$ cat config.mk
export PLATFORM = sky130hd
export DESIGN_NAME = oven_cook_timer
export DESIGN_NICKNAME = d
export VERILOG_FILES = /design/src/rtl/oven_cook_timer.sv
export SDC_FILE = /design/constraint.sdc
export NUM_CORES = 1
export LEC_CHECK = 0
export BUFFER_PORTS_ARGS = -buffer_cell sky130_fd_sc_hd__buf_2
export CORE_ASPECT_RATIO = 0.75
export CORE_UTILIZATION = 30
export DETAILED_ROUTE_END_ITERATION = 7
export SETUP_SLACK_MARGIN = 0.05
export SLEW_MARGIN = 10
export SYNTH_ARGS = -nofsm -noshare
export SYNTH_HDL_FRONTEND = slang
export SYNTH_SLANG_ARGS = --single-unit
$ cat constraint.sdc
create_clock -name clk -period 6.9 [get_ports clk]
set_clock_uncertainty 0.15 [all_clocks]
set_input_delay 1.035 -clock clk [delete_from_list [all_inputs] [get_ports clk]]
set_output_delay 1.035 -clock clk [all_outputs]
set_load 0.02 [all_outputs]
$ cat src/rtl/oven_cook_timer.sv
// Cook-time controller: builds a cook time from front-panel buttons, counts it
// down at 1 Hz while driving heater power, and beeps for a few seconds when done.
module oven_cook_timer #(
    parameter int CLK_HZ     = 50_000_000,
    parameter int MAX_TIME   = 5999,
    parameter int QUICK_TIME = 30,
    parameter int BEEP_S     = 3
) (
    input  logic        clk,
    input  logic        resetn,
    input  logic        add_min,
    input  logic        add_sec10,
    input  logic        start,
    input  logic        stop,
    input  logic        door_open,
    output logic [12:0] current_time,
    output logic        power,
    output logic        done,
    output logic        beep,
    output logic [2:0]  state
);

    localparam int TCW = (CLK_HZ > 1) ? $clog2(CLK_HZ) : 1;
    localparam int BCW = (BEEP_S > 0) ? $clog2(BEEP_S + 1) : 1;
    localparam logic [TCW-1:0] TICK_LAST = TCW'(CLK_HZ - 1);
    localparam logic [BCW-1:0] BEEP_LAST = BCW'(BEEP_S);
    localparam logic [13:0]    MAX_T14   = 14'(MAX_TIME);
    localparam logic [12:0]    MAX_T     = 13'(MAX_TIME);
    localparam logic [12:0]    QUICK_T   = 13'(QUICK_TIME);

    typedef enum logic [2:0] {
        IDLE  = 3'd0,
        SET   = 3'd1,
        RUN   = 3'd2,
        PAUSE = 3'd3,
        DONE  = 3'd4
    } state_e;

    state_e           state_q, state_d;
    logic [12:0]      time_q, time_d;
    logic [TCW-1:0]   tickCnt_q, tickCnt_d;
    logic [BCW-1:0]   beepCnt_q, beepCnt_d;
    logic             power_q, power_d;
    logic             done_q, done_d;
    logic             beep_q, beep_d;

    logic [3:0]       btnMeta_q, btnSync_q, btnPrev_q;
    logic             doorMeta_q, doorSync_q;
    logic [3:0]       btnIn, btnRise;
    logic             evStop, evDoor, evStart, evAddMin, evAddSec;
    logic             tick;
    logic [TCW-1:0]   tickNext;
    logic [12:0]      runTime;

    // Bit order {stop, start, add_min, add_sec10}; door is a plain synchronized level.
    assign btnIn   = {stop, start, add_min, add_sec10};
    assign btnRise = btnSync_q & ~btnPrev_q;

    assign evStop   = btnRise[3];
    assign evDoor   = !btnRise[3] && doorSync_q;
    assign evStart  = !btnRise[3] && !doorSync_q && btnRise[2];
    assign evAddMin = !btnRise[3] && !doorSync_q && !btnRise[2] && btnRise[1];
    assign evAddSec = !btnRise[3] && !doorSync_q && !btnRise[2] && !btnRise[1] && btnRise[0];

    function automatic logic [12:0] satAdd(input logic [12:0] base, input logic [13:0] inc);
        logic [13:0] sum;
        sum = {1'b0, base} + inc;
        return (sum > MAX_T14) ? MAX_T : sum[12:0];
    endfunction

    always_ff @(posedge clk or negedge resetn) begin
        if (!resetn) begin
            btnMeta_q  <= '0;
            btnSync_q  <= '0;
            btnPrev_q  <= '0;
            doorMeta_q <= 1'b0;
            doorSync_q <= 1'b0;
        end else begin
            btnMeta_q  <= btnIn;
            btnSync_q  <= btnMeta_q;
            btnPrev_q  <= btnSync_q;
            doorMeta_q <= door_open;
            doorSync_q <= doorMeta_q;
        end
    end

    always_comb begin
        state_d   = state_q;
        time_d    = time_q;
        tickCnt_d = tickCnt_q;
        beepCnt_d = beepCnt_q;

        // The tick counter also free-runs in DONE so the beep can be timed in seconds.
        tick     = ((state_q == RUN) || (state_q == DONE)) && (tickCnt_q == TICK_LAST);
        tickNext = tick ? '0 : tickCnt_q + 1'b1;
        runTime  = tick ? time_q - 13'd1 : time_q;

        case (state_q)
            IDLE: begin
                tickCnt_d = '0;
                if (evStart) begin
                    state_d = RUN;
                    time_d  = QUICK_T;
                end else if (evAddMin) begin
                    state_d = SET;
                    time_d  = satAdd(time_q, 14'd60);
                end else if (evAddSec) begin
                    state_d = SET;
                    time_d  = satAdd(time_q, 14'd10);
                end
            end
            SET: begin
                tickCnt_d = '0;
                if (evStop) begin
                    state_d = IDLE;
                    time_d  = '0;
                end else if (evStart && (time_q != '0)) begin
                    state_d = RUN;
                end else if (evAddMin) begin
                    time_d = satAdd(time_q, 14'd60);
                end else if (evAddSec) begin
                    time_d = satAdd(time_q, 14'd10);
                end
            end
            RUN: begin
                if (evStop || evDoor) begin
                    state_d = PAUSE;
                end else begin
                    tickCnt_d = tickNext;
                    if (tick && (time_q <= 13'd1)) begin
                        state_d   = DONE;
                        time_d    = '0;
                        beepCnt_d = '0;
                    end else if (evAddMin) begin
                        time_d = satAdd(runTime, 14'd60);
                    end else begin
                        time_d = runTime;
                    end
                end
            end
            PAUSE: begin
                if (evStop) begin
                    state_d   = IDLE;
                    time_d    = '0;
                    tickCnt_d = '0;
                end else if (evStart) begin
                    state_d = RUN;
                end else if (evAddMin) begin
                    time_d = satAdd(time_q, 14'd60);
                end else if (evAddSec) begin
                    time_d = satAdd(time_q, 14'd10);
                end
            end
            DONE: begin
                tickCnt_d = tickNext;
                if (tick && (beepCnt_q != BEEP_LAST)) begin
                    beepCnt_d = beepCnt_q + 1'b1;
                end
                if (evStop || evStart) begin
                    state_d   = IDLE;
                    time_d    = '0;
                    tickCnt_d = '0;
                end else if (evAddMin) begin
                    state_d   = SET;
                    time_d    = satAdd(13'd0, 14'd60);
                    tickCnt_d = '0;
                end else if (evAddSec) begin
                    state_d   = SET;
                    time_d    = satAdd(13'd0, 14'd10);
                    tickCnt_d = '0;
                end
            end
            default: begin
                state_d   = IDLE;
                time_d    = '0;
                tickCnt_d = '0;
                beepCnt_d = '0;
            end
        endcase

        power_d = (state_d == RUN);
        done_d  = (state_d == DONE);
        beep_d  = (state_d == DONE) && (beepCnt_d != BEEP_LAST);
    end

    always_ff @(posedge clk or negedge resetn) begin
        if (!resetn) begin
            state_q   <= IDLE;
            time_q    <= '0;
            tickCnt_q <= '0;
            beepCnt_q <= '0;
            power_q   <= 1'b0;
            done_q    <= 1'b0;
            beep_q    <= 1'b0;
        end else begin
            state_q   <= state_d;
            time_q    <= time_d;
            tickCnt_q <= tickCnt_d;
            beepCnt_q <= beepCnt_d;
            power_q   <= power_d;
            done_q    <= done_d;
            beep_q    <= beep_d;
        end
    end

    assign current_time = time_q;
    assign power        = power_q;
    assign done         = done_q;
    assign beep         = beep_q;
    assign state        = state_q;

endmodule
==> key figures, run 1 <==
Floorplan
  – Core area: roughly 15000 µm²
  – Rows: 39
  – # IOs: 26
  – Die area: about 16000 µm²
  – Die Span Y: approximately 110 µm
  – Die width: about 150 µm
  – Initial Util: 0.3070

Placement
  – Setup WS pre-CTS: between 2000 and 2500 ps
  – Placer Congestion: 0.9253
  – Dpl hpwl: around 11000 µm
  – Port buffer count: 25

Worst setup path
  – CP Cell Sequence: clkinv_1 > ha_1 > nor3b_2 > nand2_1 > nor4_1 > xnor2_1 > a21oi_1 > a211oi_1 > o211ai_1 > a211oi_2 > nand2_1 > o31ai_1 > o21ai_0
  – Worst Setup SP: current_time[3]$_DFFE_PN0P_
  – Reg2reg end: current_time[5]$_DFFE_PN0P_
  – CP max stage delay: ~600 ps
  – Max FO, Critical Path: 18
  – Worst setup SP type: register
  – Cell mode on critical path: nand2_1
  – CP Depth: 13
  – CP endpoint kind: register
  – Worst R2R Path Depth: 13
  – Delay-heaviest family, CP: compound AO/OA/AOI/OAI gates
  – R2r startpoint: current_time[3]$_DFFE_PN0P_
  – Critical Path AT: 4690 ps
  – Crit Path Class: reg -> reg
  – WP data required: 6940 ps
  – Slowest stage cell on the critical path: nor3b_2
  – R2r setup slk: approximately 2300 ps
  – Critical path buffer and inverter count: 1

Pwr
  – Peak supply drop: between 0.1 and 0.15 mV
  – P per Cell Area: 366.4 nW/µm²
  – LEAKAGE: roughly 2 nW

Synth
  – Mapped Area: 4673 µm²
  – Post-synth top area cell: dfrtp_1
  – Post-Syn Area per Cell: around 8 µm²
  – Synth async-reset ratio: 1.000
  – Synthesized Nets: 603
  – Area contributors post-synth: dfrtp_1 (33%), o21ai_0 (5.5%), xnor2_1 (5.1%)
  – Yosys cell types: 70
  – Seq cells post-synth: 61
  – Post-synth top area share: 0.3266
  – Post-synthesis sequential area ratio: 0.3266
  – Top post-synthesis cells by count: nand2_1 (62), nor2_1 (62), dfrtp_1 (61)
  – Post-synth EDFFs: 0
  – Ys flop type: dfrtp_1
  – Syn. warnings: 0
  – Synth Instances: between 500 and 600

Clock tree
  – Clock transition at path regs: about 60 ps
  – Number of clock sinks: between 60 and 70
  – CTS root buffer: clkbuf_16
  – TritonCTS buffer count: 9
  – Clock Tree Buf Depth: 2
  – Post_cts resized: 0
  – Hold Buf Count CTS: 0
  – Worst-Skew Late Latency: ~330 ps
  – CTS tree: done
  – Postcts setup bufs: 0
  – CTS H-tree lvls: 3

Final layout
  – Filler instances: 1594
  – Area Growth Syn to Fin: 12.72%
  – Share of cells above drive strength 1: 0.1054
  – Diode count: 0
  – Final net count: 614

Routing
  – Routed WL: 14690 µm
  – DRT Pass-1 Iters: 5
  – Drt initial violations: 387
  – Wire length per cell: roughly 18 µm
  – DRT antenna net count: 0
  – DRC: 0
  – Vias: approximately 4600
  – Vias per Instance: 5.777

Min path
  – Hold_sp: btnMeta_q[2]$_DFF_PN0_
  – Hold endpoint: btnSync_q[2]$_DFF_PN0_
  – Worst Hold Path Cells: 0
  – Min-Delay Path Class: reg -> reg

Timing
  – Setup TNS Final: 0 ps
  – Fin crit share: 0.6728
  – Relative slew margins: 0.3954
  – Min Tclk post-route: 4642 ps
  – Final setup viols: 0
  – Worst slew pin tran: ~900 ps
  – Max Fclk: between 200 and 250 MHz
  – Slew Limit Fails: 0
  – RSZ-0062 raised after global routing: false
  – Final hold vios: 0
  – Setup ws final: approximately 2300 ps

Global routing
  – Number of global-route vias before repair: between 4000 and 5000
  – GRT Residual Overflow: 0
  – Overall Global Routing Usage: 0.1934
  – Largest net degree at the start of global routing: between 60 and 70
  – Initial antenna violation count: 0
  – Global-route wire length before repair: 24210 µm

Job
  – Max-cap viol count: 0

Run status
  – Status: completed
cell usage in the layout (no fill, tap or decap), types with 6 or more instances in the layout:
| master | count |
|---|---|
| nor2_1 | 62 |
| nand2_1 | 62 |
| dfrtp_1 | 61 |
| o21ai_0 | 51 |
| a21oi_1 | 40 |
| xnor2_1 | 27 |
| buf_2 | 25 |
| nand3_1 | 23 |
| nor3_1 | 19 |
| nand4_1 | 16 |
| xor2_1 | 13 |
| ha_1 | 13 |
| inv_1 | 12 |
| nand2b_1 | 12 |
| a31oi_1 | 11 |
| nor4_1 | 10 |
| and3_1 | 9 |
| clkbuf_16 | 9 |
| or3_1 | 8 |
| and4_1 | 6 |
| a21o_1 | 6 |
| o211ai_1 | 6 |
worst register-to-register path: cells and delay by family, from the launching register on:
kind                     cells  cell delay [ps]
adder cells (fa/ha/maj)      1              350
flip-flops                   1              580
buffers and inverters        1              310
AND/OR/NAND/NOR              4             1260
AO/OA/AOI/OAI                6             1500
XOR/XNOR                     1              360
registers in the layout, indices dropped and copies added, names as in the netlist:
signal and count:
btnSync_q 4, current_time 13, beepCnt_q 2, beep 1
btnMeta_q 4, tickCnt_q 26, done 1, doorMeta_q 1
btnPrev_q 4, state 3, doorSync_q 1, power 1
report_power, final:
group	leakage [nW]	total [W]	internal, W	switching (W)
Clock	0.147	0.000459	0.000296	0.000163
Combinational	1.10	0.000913	0.000300	0.000614
Sequential	0.802	0.000558	0.000402	0.000156
kinds of logic after synthesis:
| group | synth area share |
|---|---|
| multiplexers | 0.006693 |
| flip-flops | 0.3266 |
| AND/OR/NAND/NOR | 0.2878 |
| AO/OA/AOI/OAI | 0.2308 |
| adder cells (fa/ha/maj) | 0.03481 |
| buffers and inverters | 0.03481 |
| XOR/XNOR | 0.07845 |
metrics by stage:
stage | hold WS (ps) | power, W | cells | instance area (µm²) | utilization
final | 197.5 | 0.001930 | 803 | 5268 | 0.3460
after global routing | 200.0 | 0.002064 | 803 | 5268 | 0.3460
after CTS | 198.0 | 0.001916 | 803 | 5268 | 0.3460
after detailed placement | 186.3 | 0.001450 | 788 | 4967 | 0.3263
after global placement | 184.1 | 0.001456 | 788 | 4967 | 0.3263
after floorplan | 181.2 | 0.001163 | 583 | 4673 | -
metal layers:
metal	track usage	wire length [µm]
met1	0.2682	6900
met2	0.3038	6497
met3	0.04074	1087
met4	0.05729	206
met5	0	0
how the worst max path moves through the flow:
| stage | endpoint | slack [ps] |
|---|---|---|
| finish | current_time[5]$_DFFE_PN0P_ | 2260 |
| detailed placement | current_time[5]$_DFFE_PN0P_ | 2430 |
| global route | current_time[1]$_DFFE_PN0P_ | 1870 |
| CTS | current_time[3]$_DFFE_PN0P_ | 2400 |
| global placement | current_time[5]$_DFFE_PN0P_ | 2500 |
| floorplan | current_time[3]$_DFFE_PN0P_ | 3040 |
final cells by class:
class                      count  area, µm²  area share
clock buffer                  11      252.7     0.04798
tap                          205      256.5     0.04869
sequential                    61       1526      0.2898
multi-input combinational    480       2984      0.5665
inverter                      14      52.55    0.009976
timing repair buffer          28      147.6     0.02803
clock inverter                 4      47.55    0.009026
Power figures use the tool's default switching activity.
==> run 2, diff against run 1 <==
--- a/config.mk
+++ b/config.mk
@@ -5,6 +5,7 @@
 export SDC_FILE = /design/constraint.sdc
 export NUM_CORES = 1
 export LEC_CHECK = 0
+export ABC_AREA = 1
 export BUFFER_PORTS_ARGS = -buffer_cell sky130_fd_sc_hd__buf_2
 export CORE_ASPECT_RATIO = 0.75
 export CORE_UTILIZATION = 30
==> constraint.sdc (replaced) <==
create_clock -name clk -period 3.92 [get_ports clk]
set_clock_uncertainty 0.15 [all_clocks]
set_input_delay 0.588 -clock clk [delete_from_list [all_inputs] [get_ports clk]]
set_output_delay 0.588 -clock clk [all_outputs]
set_load 0.02 [all_outputs]
==> key figures, run 2 <==
Global routing
  – Overall Global Routing Usage: 0.1784 (was 0.1934)
  – GRT Residual Overflow: 0 (unchanged)
  – Number of global-route vias before repair: 4429 (was 4432)
  – Largest net degree at the start of global routing: 43 (was 62)
  – Global-route wire length before repair: 23430 µm (was 24210 µm)
  – Initial antenna violation count: 0 (unchanged)

Final layout
  – Final net count: 785 (was 614)
  – Max reg flops: 26 (unchanged)
  – Diode count: 0 (unchanged)
  – Area Growth Syn to Fin: 14.82% (was 12.72%)
  – Largest register by flop count: tickCnt_q (unchanged)
  – Fin util: 0.3530 (was 0.3460)
  – Highest-count cells in the layout ignoring fill and taps: nand2_1 (190), inv_1 (88), nor2_1 (78), dfrtp_1 (61), nand3_1 (56) (was nor2_1 (62), nand2_1 (62), dfrtp_1 (61), o21ai_0 (51), a21oi_1 (40))
  – Share of cells above drive strength 1: 0.1519 (was 0.1054)
  – Commonest non-fill, non-tap cell in the layout: nand2_1

Timing
  – RSZ-0062 raised after global routing: false (unchanged)
  – WHS: 197.1 ps (was 197.5 ps)
  – Final setup viols: 0 (unchanged)
  – Worst slew pin tran: 967.8 ps (was 903.6 ps)
  – Fin crit share: 0.8883 (was 0.6728)
  – Max Fclk: 287.2 MHz (was 215.4 MHz)
  – Final hold vios: 0 (unchanged)
  – Slew Limit Fails: 0 (unchanged)
  – Relative slew margins: 0.3548 (was 0.3954)
  – Setup TNS Final: 0 ps (unchanged)
  – Min Tclk post-route: 3482 ps (was 4642 ps)

Clock tree
  – CTS H-tree lvls: 3 (unchanged)
  – Clock Tree Buf Depth: 2 (unchanged)
  – Postcts setup bufs: 0 (unchanged)
  – CTS root buffer: clkbuf_16 (unchanged)
  – Number of clock sinks: 61 (unchanged)
  – Worst-Skew Late Latency: 340 ps (was 330 ps)
  – Hold Buf Count CTS: 0 (unchanged)
  – Post_cts resized: 0 (unchanged)
  – TritonCTS buffer count: 9 (unchanged)
  – CTS tree: done (unchanged)
  – Clock transition at path regs: 60 ps (about the same)

Min path
  – Min-Delay Path Class: reg -> reg (unchanged)
  – Worst Hold Path Cells: 0 (unchanged)

Job
  – Max-cap viol count: 0 (unchanged)

Routing
  – DRC: 0 (unchanged)
  – DRT antenna net count: 0 (unchanged)
  – Wire length per cell: 14.30 µm (was 18.30 µm)
  – Routed WL: 14020 µm (was 14690 µm)
  – DRT Pass-1 Iters: 7 (was 5)
  – Drt initial violations: 411 (was 387)
  – Vias: 4830 (was 4639)
  – Vias per Instance: 4.929 (was 5.777)

Synth
  – Top post-synthesis cells by count: nand2_1 (190), inv_1 (88), nor2_1 (78) (was nand2_1 (62), nor2_1 (62), dfrtp_1 (61))
  – Post-Syn Area per Cell: 6.737 µm² (was 8.016 µm²)
  – Top-count cell post-synth: nand2_1
  – Synth async-reset ratio: 1.000 (unchanged)
  – Yosys cell types: 50 (was 70)
  – Area contributors post-synth: dfrtp_1 (31%), nand2_1 (14%), inv_1 (6.7%) (was dfrtp_1 (33%), o21ai_0 (5.5%), xnor2_1 (5.1%))
  – Post-synth EDFFs: 0 (unchanged)
  – Synthesized Nets: 753 (was 603)
  – Ys flop type: dfrtp_1 (unchanged)
  – Syn. warnings: 0 (unchanged)
  – Seq cells post-synth: 61 (unchanged)
  – Post-synth top area share: 0.3091 (was 0.3266)
  – Synth Instances: 733 (was 583)
  – Post-synth top area cell: dfrtp_1 (unchanged)
  – Mapped Area: 4938 µm² (was 4673 µm²)
  – Post-synthesis sequential area ratio: 0.3091 (was 0.3266)

Pwr
  – LEAKAGE: 2.774 nW (was 2.046 nW)
  – P per Cell Area: 629.9 nW/µm² (was 366.4 nW/µm²)
  – Switching share of total power: 0.4695 (was 0.4833)
  – Overall Power: 0.003572 W (was 0.001930 W)
  – Comb power frac: 0.493 (was 0.473)
  – NetSw: 0.001677 W (was 0.0009328 W)
  – Peak supply drop: 0.3482 mV (was 0.1408 mV)
  – Seq pwr share: 0.237 (was 0.289)
  – Clk network pwr share: 0.270 (was 0.238)
  – Int Power: 0.001895 W (was 0.0009974 W)

Placement
  – Dpl hpwl: 10930 µm (was 10740 µm)
  – Port buffer count: 25 (unchanged)
  – Placer Congestion: 0.9158 (was 0.9253)

Worst setup path
  – Worst R2R Path Depth: 21 (was 13)
  – Cell mode on critical path: nand2_1 (unchanged)
  – Critical Path AT: 3530 ps (was 4690 ps)
  – WP data required: 3970 ps (was 6940 ps)
  – Crit Path Class: reg -> reg (unchanged)
  – R2r setup slk: 440 ps (was 2260 ps)
  – CP endpoint kind: register (unchanged)
  – Max FO, Critical Path: 11 (was 18)
  – CP max stage delay: 520 ps (was 600 ps)
  – Slowest stage cell on the critical path: nor3_4 (was nor3b_2)
  – CP Cell Sequence: nand2_1 > nor2_2 > nand3_2 > nor3_4 > nand2_1 > o21ai_2 > inv_2 > ha_1 > inv_1 > nor2_2 > nand2_2 > nand4_1 > nor2_1 > xor2_1 > inv_1 > nand2_4 > nand3_1 > nand3_1 > nand2_1 > nand2_1 > o21ai_0 (was clkinv_1 > ha_1 > nor3b_2 > nand2_1 > nor4_1 > xnor2_1 > a21oi_1 > a211oi_1 > o211ai_1 > a211oi_2 > nand2_1 > o31ai_1 > o21ai_0)
  – Worst setup SP type: register (unchanged)

Run status
  – Status: completed (unchanged)

Floorplan
  – Die area: 16980 µm² (was 16090 µm²)
  – Initial Util: 0.3074 (was 0.3070)
  – Core area: 16070 µm² (was 15220 µm²)
  – Die Span Y: 113.1 µm (was 110.1 µm)
  – Die width: 150.2 µm (was 146.1 µm)
  – Rows: 40 (was 39)
  – # IOs: 26 (unchanged)
-- run 2: cell types whose count changed after synthesis, moves of 12 or more --
cell,change
a21oi_1,-13
clkbuf_1,-20
inv_1,+76
inv_2,+16
nand2_1,+128
nand2_2,+12
nand2b_1,-12
nand3_1,+33
nor2_1,+16
nor2_2,+13
o21ai_0,-21
xnor2_1,-25
xor2_1,+14
-- run 2: path summary, 6_finish.rpt --
path / startpoint / end
worst max register to register: tickCnt_q[21]$_DFFE_PN0P_ / current_time[2]$_DFFE_PN0P_
worst min register to register: doorMeta_q$_DFF_PN0_ / doorSync_q$_DFF_PN0_
min in group asynchronous: resetn / tickCnt_q[11]$_DFFE_PN0P_
worst max-delay path: tickCnt_q[21]$_DFFE_PN0P_ / current_time[2]$_DFFE_PN0P_
max in group asynchronous: resetn / current_time[9]$_DFFE_PN0P_
worst min-delay path: doorMeta_q$_DFF_PN0_ / doorSync_q$_DFF_PN0_
-- run 2: layer usage --
layer / up-vias / global-route usage / share of wire
li1: 2438 / - / -
met1: 2222 / 0.2740 / 0.53
met2: 160 / 0.2503 / 0.39
met3: 10 / 0.03911 / 0.068
met4: 0 / 0.03906 / 0.0094
met5: - / 0 / 0
-- run 2: cells by family (layout without fill, tap and decap cells) --
| family | after synthesis | after routing | synth area share |
|---|---|---|---|
| flip-flops | 61 | 61 | 0.3091 |
| XOR/XNOR | 29 | 29 | 0.05143 |
| adder cells (fa/ha/maj) | 13 | 13 | 0.03294 |
| buffers and inverters | 123 | 160 | 0.1021 |
| AO/OA/AOI/OAI | 100 | 100 | 0.1201 |
| AND/OR/NAND/NOR | 407 | 407 | 0.3843 |
-- run 2: worst max-delay path: cells and delay by family, from the launching register on --
family / cells / cell delay [ps]
adder cells (fa/ha/maj): 1 / 200
buffers and inverters: 3 / 270
XOR/XNOR: 1 / 160
AND/OR/NAND/NOR: 14 / 1970
flip-flops: 1 / 380
AO/OA/AOI/OAI: 2 / 220
-- run 2: cell type report --
class / count / area [µm²]
fillers: 1736 / 10400
flip-flops and latches: 61 / 1526
clock buffers: 11 / 252.7
repair buffers: 35 / 200.2
well taps: 210 / 262.8
clock inverters: 5 / 106.4
multi-input cells: 549 / 2908
inverters: 109 / 414.1
-- run 2: stage by stage --
| stage | std cells | cell area [µm²] | setup slack (ps) |
|---|---|---|---|
| after global routing | 980 | 5670 | 60.92 |
| after floorplan | 733 | 4938 | 883.9 |
| final | 980 | 5670 | 437.8 |
| after detailed placement | 964 | 5311 | 486.0 |
| after CTS | 980 | 5670 | 448.4 |
| after global placement | 964 | 5311 | 457.8 |
-- run 2: power groups by stage --
stage                     Clock [W]  Combinational [W]  Sequential (W)
after CTS                  0.000976            0.00174        0.000844
after global placement            0            0.00175        0.000855
after detailed placement          0            0.00173        0.000853
after global routing        0.00100            0.00198        0.000861
after floorplan                   0            0.00124        0.000853
final                      0.000964            0.00176        0.000848
